`config.mk`:
```
export PLATFORM = sky130hd
export DESIGN_NAME = ram_arbiter
export DESIGN_NICKNAME = d
export VERILOG_FILES = /design/src/rtl/ram_arb_pkg.sv /design/src/rtl/ram_arbiter_rr_arb2.sv /design/src/rtl/ram_arbiter.sv
export SDC_FILE = /design/constraint.sdc
export NUM_CORES = 1
export LEC_CHECK = 0
export CAP_MARGIN = 0
export CORE_MARGIN = 8
export CORE_UTILIZATION = 40
export CTS_CLUSTER_SIZE = 20
export DETAILED_ROUTE_END_ITERATION = 12
export GPL_ROUTABILITY_DRIVEN = 0
export HOLD_SLACK_MARGIN = 0.15
export PLACE_DENSITY = 0.87
export SLEW_MARGIN = 20
export SYNTH_ARGS = -nofsm -noshare
export SYNTH_HDL_FRONTEND = slang
export SYNTH_HIERARCHICAL = 1
export SYNTH_SLANG_ARGS = --single-unit
```
`constraint.sdc`:
```
create_clock -name clk -period 1.9 [get_ports clk]
set_input_delay 0.57 -clock clk [delete_from_list [all_inputs] [get_ports clk]]
set_output_delay 0.57 -clock clk [all_outputs]
set_load 0.03 [all_outputs]
```
`src/rtl/ram_arb_pkg.sv`:
```
// Shared encodings for the two-requester RAM arbiter: FSM states and requester IDs.
// The CLEAR state only exists when RAM_ARB_CLEAR_EN is defined.
package ram_arb_pkg;

    localparam logic REQ_A = 1'b0;
    localparam logic REQ_B = 1'b1;

    typedef enum logic [1:0] {
        ST_IDLE  = 2'd0,
        ST_SERVE = 2'd1
`ifdef RAM_ARB_CLEAR_EN
        ,
        ST_CLEAR = 2'd2
`endif
    } state_t;

`ifdef RAM_ARB_CLEAR_EN
    localparam state_t ST_RESET = ST_CLEAR;
`else
    localparam state_t ST_RESET = ST_IDLE;
`endif

endpackage

```
`src/rtl/ram_arbiter_rr_arb2.sv`:
```
// Two-way round-robin pick: combinational winner, registered "granted last" pointer
// that advances only when the caller commits a grant.
module rr_arb2
    import ram_arb_pkg::*;
(
    input  logic clk,
    input  logic rst,
    input  logic req_a,
    input  logic req_b,
    input  logic upd,
    output logic win,
    output logic any
);

    logic last_r;

    // Winner selection: a lone requester wins, contention goes to the one not served last
    always_comb begin
        any = req_a | req_b;
        if (req_a && req_b) begin
            win = ~last_r;
        end else if (req_b) begin
            win = REQ_B;
        end else begin
            win = REQ_A;
        end
    end

    // Last-granted pointer; starts at B so A wins the first contention
    always_ff @(posedge clk) begin
        if (rst) begin
            last_r <= REQ_B;
        end else if (upd) begin
            last_r <= win;
        end else begin
            last_r <= last_r;
        end
    end

endmodule

```
`src/rtl/ram_arbiter.sv`:
```
// Serialises commands from requesters A and B onto a single-port RAM, one access per
// two cycles. Define RAM_ARB_CLEAR_EN to zero every RAM word after each reset.
module ram_arbiter
    import ram_arb_pkg::*;
#(
    parameter int ADDR_W = 5,
    parameter int DATA_W = 32
) (
    input  logic              clk,
    input  logic              rst,
    input  logic              a_req,
    input  logic              a_we,
    input  logic [ADDR_W-1:0] a_addr,
    input  logic [DATA_W-1:0] a_wdata,
    output logic              a_gnt,
    output logic              a_rvalid,
    output logic [DATA_W-1:0] a_rdata,
    input  logic              b_req,
    input  logic              b_we,
    input  logic [ADDR_W-1:0] b_addr,
    input  logic [DATA_W-1:0] b_wdata,
    output logic              b_gnt,
    output logic              b_rvalid,
    output logic [DATA_W-1:0] b_rdata,
    output logic              ram_ena,
    output logic              ram_wena,
    output logic [ADDR_W-1:0] ram_addr,
    output logic [DATA_W-1:0] ram_wdata,
    input  logic [DATA_W-1:0] ram_rdata,
    output logic              busy
);

    state_t            state_r;
    logic              cmd_we_r;
    logic [ADDR_W-1:0] cmd_addr_r;
    logic [DATA_W-1:0] cmd_wdata_r;
    logic              sel_r;
    logic              a_gnt_r;
    logic              b_gnt_r;
    logic              a_rvalid_r;
    logic              b_rvalid_r;
    logic [DATA_W-1:0] a_rdata_r;
    logic [DATA_W-1:0] b_rdata_r;
    logic              win_s;
    logic              any_s;
    logic              upd_s;

`ifdef RAM_ARB_CLEAR_EN
    localparam logic [ADDR_W-1:0] CNT_LAST = {ADDR_W{1'b1}};
    logic [ADDR_W-1:0] cnt_r;
    logic              busy_r;
    assign busy = busy_r;
`else
    assign busy = 1'b0;
`endif

    assign upd_s = (state_r == ST_IDLE) && any_s;

    rr_arb2 u_rr_arb2 (
        .clk   (clk),
        .rst   (rst),
        .req_a (a_req),
        .req_b (b_req),
        .upd   (upd_s),
        .win   (win_s),
        .any   (any_s)
    );

    // Sequencer: clear sweep, arbitration with command latch, read-data capture
    always_ff @(posedge clk) begin
        if (rst) begin
            state_r     <= ST_RESET;
            cmd_we_r    <= 1'b0;
            cmd_addr_r  <= '0;
            cmd_wdata_r <= '0;
            sel_r       <= REQ_A;
            a_gnt_r     <= 1'b0;
            b_gnt_r     <= 1'b0;
            a_rvalid_r  <= 1'b0;
            b_rvalid_r  <= 1'b0;
            a_rdata_r   <= '0;
            b_rdata_r   <= '0;
`ifdef RAM_ARB_CLEAR_EN
            cnt_r       <= '0;
            busy_r      <= 1'b1;
`endif
        end else begin
            a_gnt_r    <= 1'b0;
            b_gnt_r    <= 1'b0;
            a_rvalid_r <= 1'b0;
            b_rvalid_r <= 1'b0;
            case (state_r)
`ifdef RAM_ARB_CLEAR_EN
                ST_CLEAR: begin
                    if (cnt_r == CNT_LAST) begin
                        state_r <= ST_IDLE;
                        busy_r  <= 1'b0;
                        cnt_r   <= '0;
                    end else begin
                        cnt_r <= cnt_r + {{(ADDR_W-1){1'b0}}, 1'b1};
                    end
                end
`endif
                ST_IDLE: begin
                    if (any_s) begin
                        state_r <= ST_SERVE;
                        sel_r   <= win_s;
                        if (win_s == REQ_A) begin
                            cmd_we_r    <= a_we;
                            cmd_addr_r  <= a_addr;
                            cmd_wdata_r <= a_wdata;
                            a_gnt_r     <= 1'b1;
                        end else begin
                            cmd_we_r    <= b_we;
                            cmd_addr_r  <= b_addr;
                            cmd_wdata_r <= b_wdata;
                            b_gnt_r     <= 1'b1;
                        end
                    end
                end
                ST_SERVE: begin
                    state_r <= ST_IDLE;
                    if (!cmd_we_r) begin
                        if (sel_r == REQ_A) begin
                            a_rdata_r  <= ram_rdata;
                            a_rvalid_r <= 1'b1;
                        end else begin
                            b_rdata_r  <= ram_rdata;
                            b_rvalid_r <= 1'b1;
                        end
                    end
                end
                default: begin
                    state_r <= ST_RESET;
                end
            endcase
        end
    end

    // RAM pin decode; held low during reset so an in-flight write never lands
    always_comb begin
        ram_ena   = 1'b0;
        ram_wena  = 1'b0;
        ram_addr  = '0;
        ram_wdata = '0;
        if (rst) begin
            ram_ena   = 1'b0;
            ram_wena  = 1'b0;
        end else begin
            case (state_r)
                ST_SERVE: begin
                    ram_ena   = 1'b1;
                    ram_wena  = cmd_we_r;
                    ram_addr  = cmd_addr_r;
                    ram_wdata = cmd_wdata_r;
                end
`ifdef RAM_ARB_CLEAR_EN
                ST_CLEAR: begin
                    ram_ena   = 1'b1;
                    ram_wena  = 1'b1;
                    ram_addr  = cnt_r;
                    ram_wdata = '0;
                end
`endif
                ST_IDLE: begin
                    ram_ena   = 1'b0;
                    ram_wena  = 1'b0;
                end
                default: begin
                    ram_ena   = 1'b0;
                    ram_wena  = 1'b0;
                end
            endcase
        end
    end

    assign a_gnt    = a_gnt_r;
    assign b_gnt    = b_gnt_r;
    assign a_rvalid = a_rvalid_r;
    assign b_rvalid = b_rvalid_r;
    assign a_rdata  = a_rdata_r;
    assign b_rdata  = b_rdata_r;

endmodule

```
==> reports/results.ini <==
[clock_tree]
cts_max_path_buffers=2
cts_tree=done
root_buffer=clkbuf_8
numCtsBuffers=9
numClockSinks=109
insertion_delay_ns=0.36
htree_levels=3
clk_pin_slew_ns=0.09

[yosys]
synth_area_leaders=dfxtp_1 50%, nand2_1 11%, mux2i_1 8.6%
synth_fp_nets=629
synth-seq-cells=109
synth_seq_area_share_pct=49.57
synth_cell_types=23
yosys.area.top_type=dfxtp_1
syn_area_um2=4402
syn-instance-count=517
ys.warnings.count=6
synth_top_area_share_pct=49.57
synth_area_per_cell_um2=8.514

[timing]
relSlewSlack_pct=60.63
rsz0062_at_grt=yes
fmax_mhz=505.5
finalHoldViolCount=0
finalCriticalPeriod_ns=1.978
final_max_slew_viol_count=0
timing.final.crit_share_pct=104.1
fin_ws_ns=-0.07818
hold_ws_ns=0.4569
setup-violations-final=37
clock_skew_ns=0.009688
worst_slew_pin_slew_ns=0.5905

[die]
die_area_um2=14620
core-area_um2=10790
rows=38
io_pins=220
fp.dieH_um=120.9
die_w_um=120.9
initial_core_util_pct=40.78

[grt]
grt_max_degree=59
antenna_found_initial=0
overflow=0
grt_pass1_wl_mm=22.92
grt_usage_pct=19.58
grt_pass1_vias=4582

[placement]
dp_hpwl_mm=10.73
placed_area_um2=6723
port_buffers=218

[setup_path]
cp-startpoint=state_r[0]
required_ns=1.33
crit_path_end=ram_wdata[23]
r2r.worst_path.cells=6
startpoint_type=register
r2r_end=cmd_wdata_r[7]
crit_top_cell=buf_6
slowest_delay_ns=0.35
critPathMaxFanout=7
rrSetupSlack_ns=0.44
crit_slowest_cell=dfxtp_4
r2r-start=state_r[0]
crit_path_cell_trace=nor2b_4 -> buf_6 -> buf_6 -> and2_4 -> buf_6
end_kind=primary output
arrival_ns=1.41
worstSetupPathType=register to primary output

[worst_hold_path]
hp-class=register to register

[status]
violations=setup timing
status=finished, violations left

[power_and_ir_drop]
peakVddDrop_mv=0.4700
p_leak_nw=3.057
design_power_total_w=0.004988
p_per_area_nw_per_um2=700.9

[finish]
multi_input_area_um2=2091
area_growth_syn_to_layout_pct=61.68
final_area_um2=7117
insertedDiodeCount=0
fill_cells=789
layout-drive-gt1-share_pct=16.80
register_area_um2=2186
fin_nets=839

[route]
wirelength_mm=14.85
num_vias=4411
wl_per_cell_um=17.03
ant_nets=0
viasPerCell=5.058
route.detailed.drc=0
drtIter0Drc=341
dr.pass1.iters=4

[flow_run]
max_cap_viol_count=0

layer usage:
metal | vias up | share of wire, % | GRT usage (%)
li1 | 2131 | - | -
met1 | 2045 | 40 | 21.97
met2 | 219 | 49 | 33.58
met3 | 16 | 9.4 | 6.515
met4 | 0 | 1.9 | 7.650
met5 | - | 0 | 0
critical path: cells and delay by family (launching register included):
family	cells	cell delay, ns
buffers and inverters	3	0.40
flip-flops	1	0.35
AND/OR/NAND/NOR	2	0.30
cells by family (layout without fill, tap and decap cells):
logic type / Yosys count / in the layout / synth area share, %
other: 1 / 1 / 0.08519
DFF: 109 / 109 / 49.57
and+or+nand+nor: 219 / 219 / 21.83
AOI/OAI and AO/OA: 105 / 105 / 14.24
buffers and inverters: 45 / 260 / 5.628
muxes: 38 / 38 / 8.641
sequential cells by signal (all words and copies together), names as in the netlist:
signal	count
a_rdata	32
b_rdata	32
cmd_wdata_r	32
cmd_addr_r	5
a_gnt	1
a_rvalid	1
b_gnt	1
b_rvalid	1
cmd_we_r	1
sel_r	1
state_r	1
u_rr_arb2/last_r	1
layout make-up:
cell class / count / share of cell area, %
Tap cell: 140 / 2.461
Inverter: 1 / 0.05274
Multi-Input combinational cell: 363 / 29.38
Clock buffer: 13 / 2.092
Timing Repair Buffer: 243 / 34.67
Clock inverter: 3 / 0.6329
Sequential cell: 109 / 30.71
placed cells by master (no fill, tap or decap):
master / count
a211o_1: 1
a211oi_1: 38
a21boi_4: 1
a21oi_1: 65
and2_1: 1
and2_2: 1
and2_4: 37
and3b_1: 2
buf_12: 10
buf_4: 13
buf_6: 42
bufinv_16: 1
clkbuf_1: 3
clkbuf_8: 10
clkdlybuf4s50_1: 110
clkinvlp_4: 2
conb_1: 1
dfxtp_1: 108
dfxtp_4: 1
dlygate4sd2_1: 68
inv_2: 1
mux2i_1: 38
nand2_1: 130
nand2b_2: 1
nand3b_1: 1
nor2_1: 40
nor2b_1: 1
nor2b_4: 1
nor3_1: 1
nor3b_4: 1
or2_2: 1
or3b_1: 1
synth_stat cells:
| master | count |
|---|---|
| nor3b_2 | 1 |
| a21boi_1 | 1 |
| and2_1 | 39 |
| or3b_1 | 1 |
| nor3_1 | 1 |
| or2_2 | 1 |
| nor2_1 | 40 |
| nand2b_2 | 1 |
| buf_4 | 4 |
| buf_6 | 5 |
| nand2_1 | 130 |
| a211o_1 | 1 |
| inv_2 | 1 |
| buf_2 | 21 |
| a211oi_1 | 38 |
| dfxtp_1 | 109 |
| a21oi_1 | 65 |
| nor2b_1 | 2 |
| conb_1 | 1 |
| clkbuf_1 | 14 |
| mux2i_1 | 38 |
| and3b_1 | 2 |
| nand3b_1 | 1 |
worst min-delay path by stage:
| stage | from | to | slack (ns) | depth (start not counted) |
|---|---|---|---|---|
| final | b_rdata[10] | b_rdata[10] | 0.46 | 2 |
| after global routing | b_rdata[28] | b_rdata[28] | 0.48 | 2 |
| after CTS | b_rdata[20] | b_rdata[20] | 0.46 | 2 |
| after detailed placement | b_rdata[20] | b_rdata[20] | 0.45 | 2 |
| after global placement | a_rdata[15] | a_rdata[15] | 0.44 | 2 |
| after floorplan | cmd_addr_r[4] | cmd_addr_r[4] | 0.47 | 2 |
power breakdown:
part	internal (W)	switching [W]	leakage, nW
logic	0.000534	0.000555	2.07
clock network	0.000649	0.000745	0.0899
registers	0.00243	0.0000797	0.894
total	0.00361	0.00138	3.06
per-stage QoR:
stage	util [%]	instances	TNS (ns)	setup slack (ns)
floorplan	-	517	0	0.02553
global placement	62.29	848	-3.501	-0.1133
detailed placement	62.29	848	-6.344	-0.1685
CTS	65.43	870	-2.634	-0.1046
global route	65.94	872	-4.400	-0.1463
finish	65.94	872	-2.095	-0.07818
repair_timing:
item / in CTS / in global routing
gates resized for setup: 142 / 12
setup buffers: 4 / 2
endpoints found under the setup margin: 107 / 39
hold buffers: 0 / 0
endpoints found under the hold margin: 0 / 0
pin swaps: 24 / 7
cloned: 2 / 0
Power figures use the tool's default switching activity.
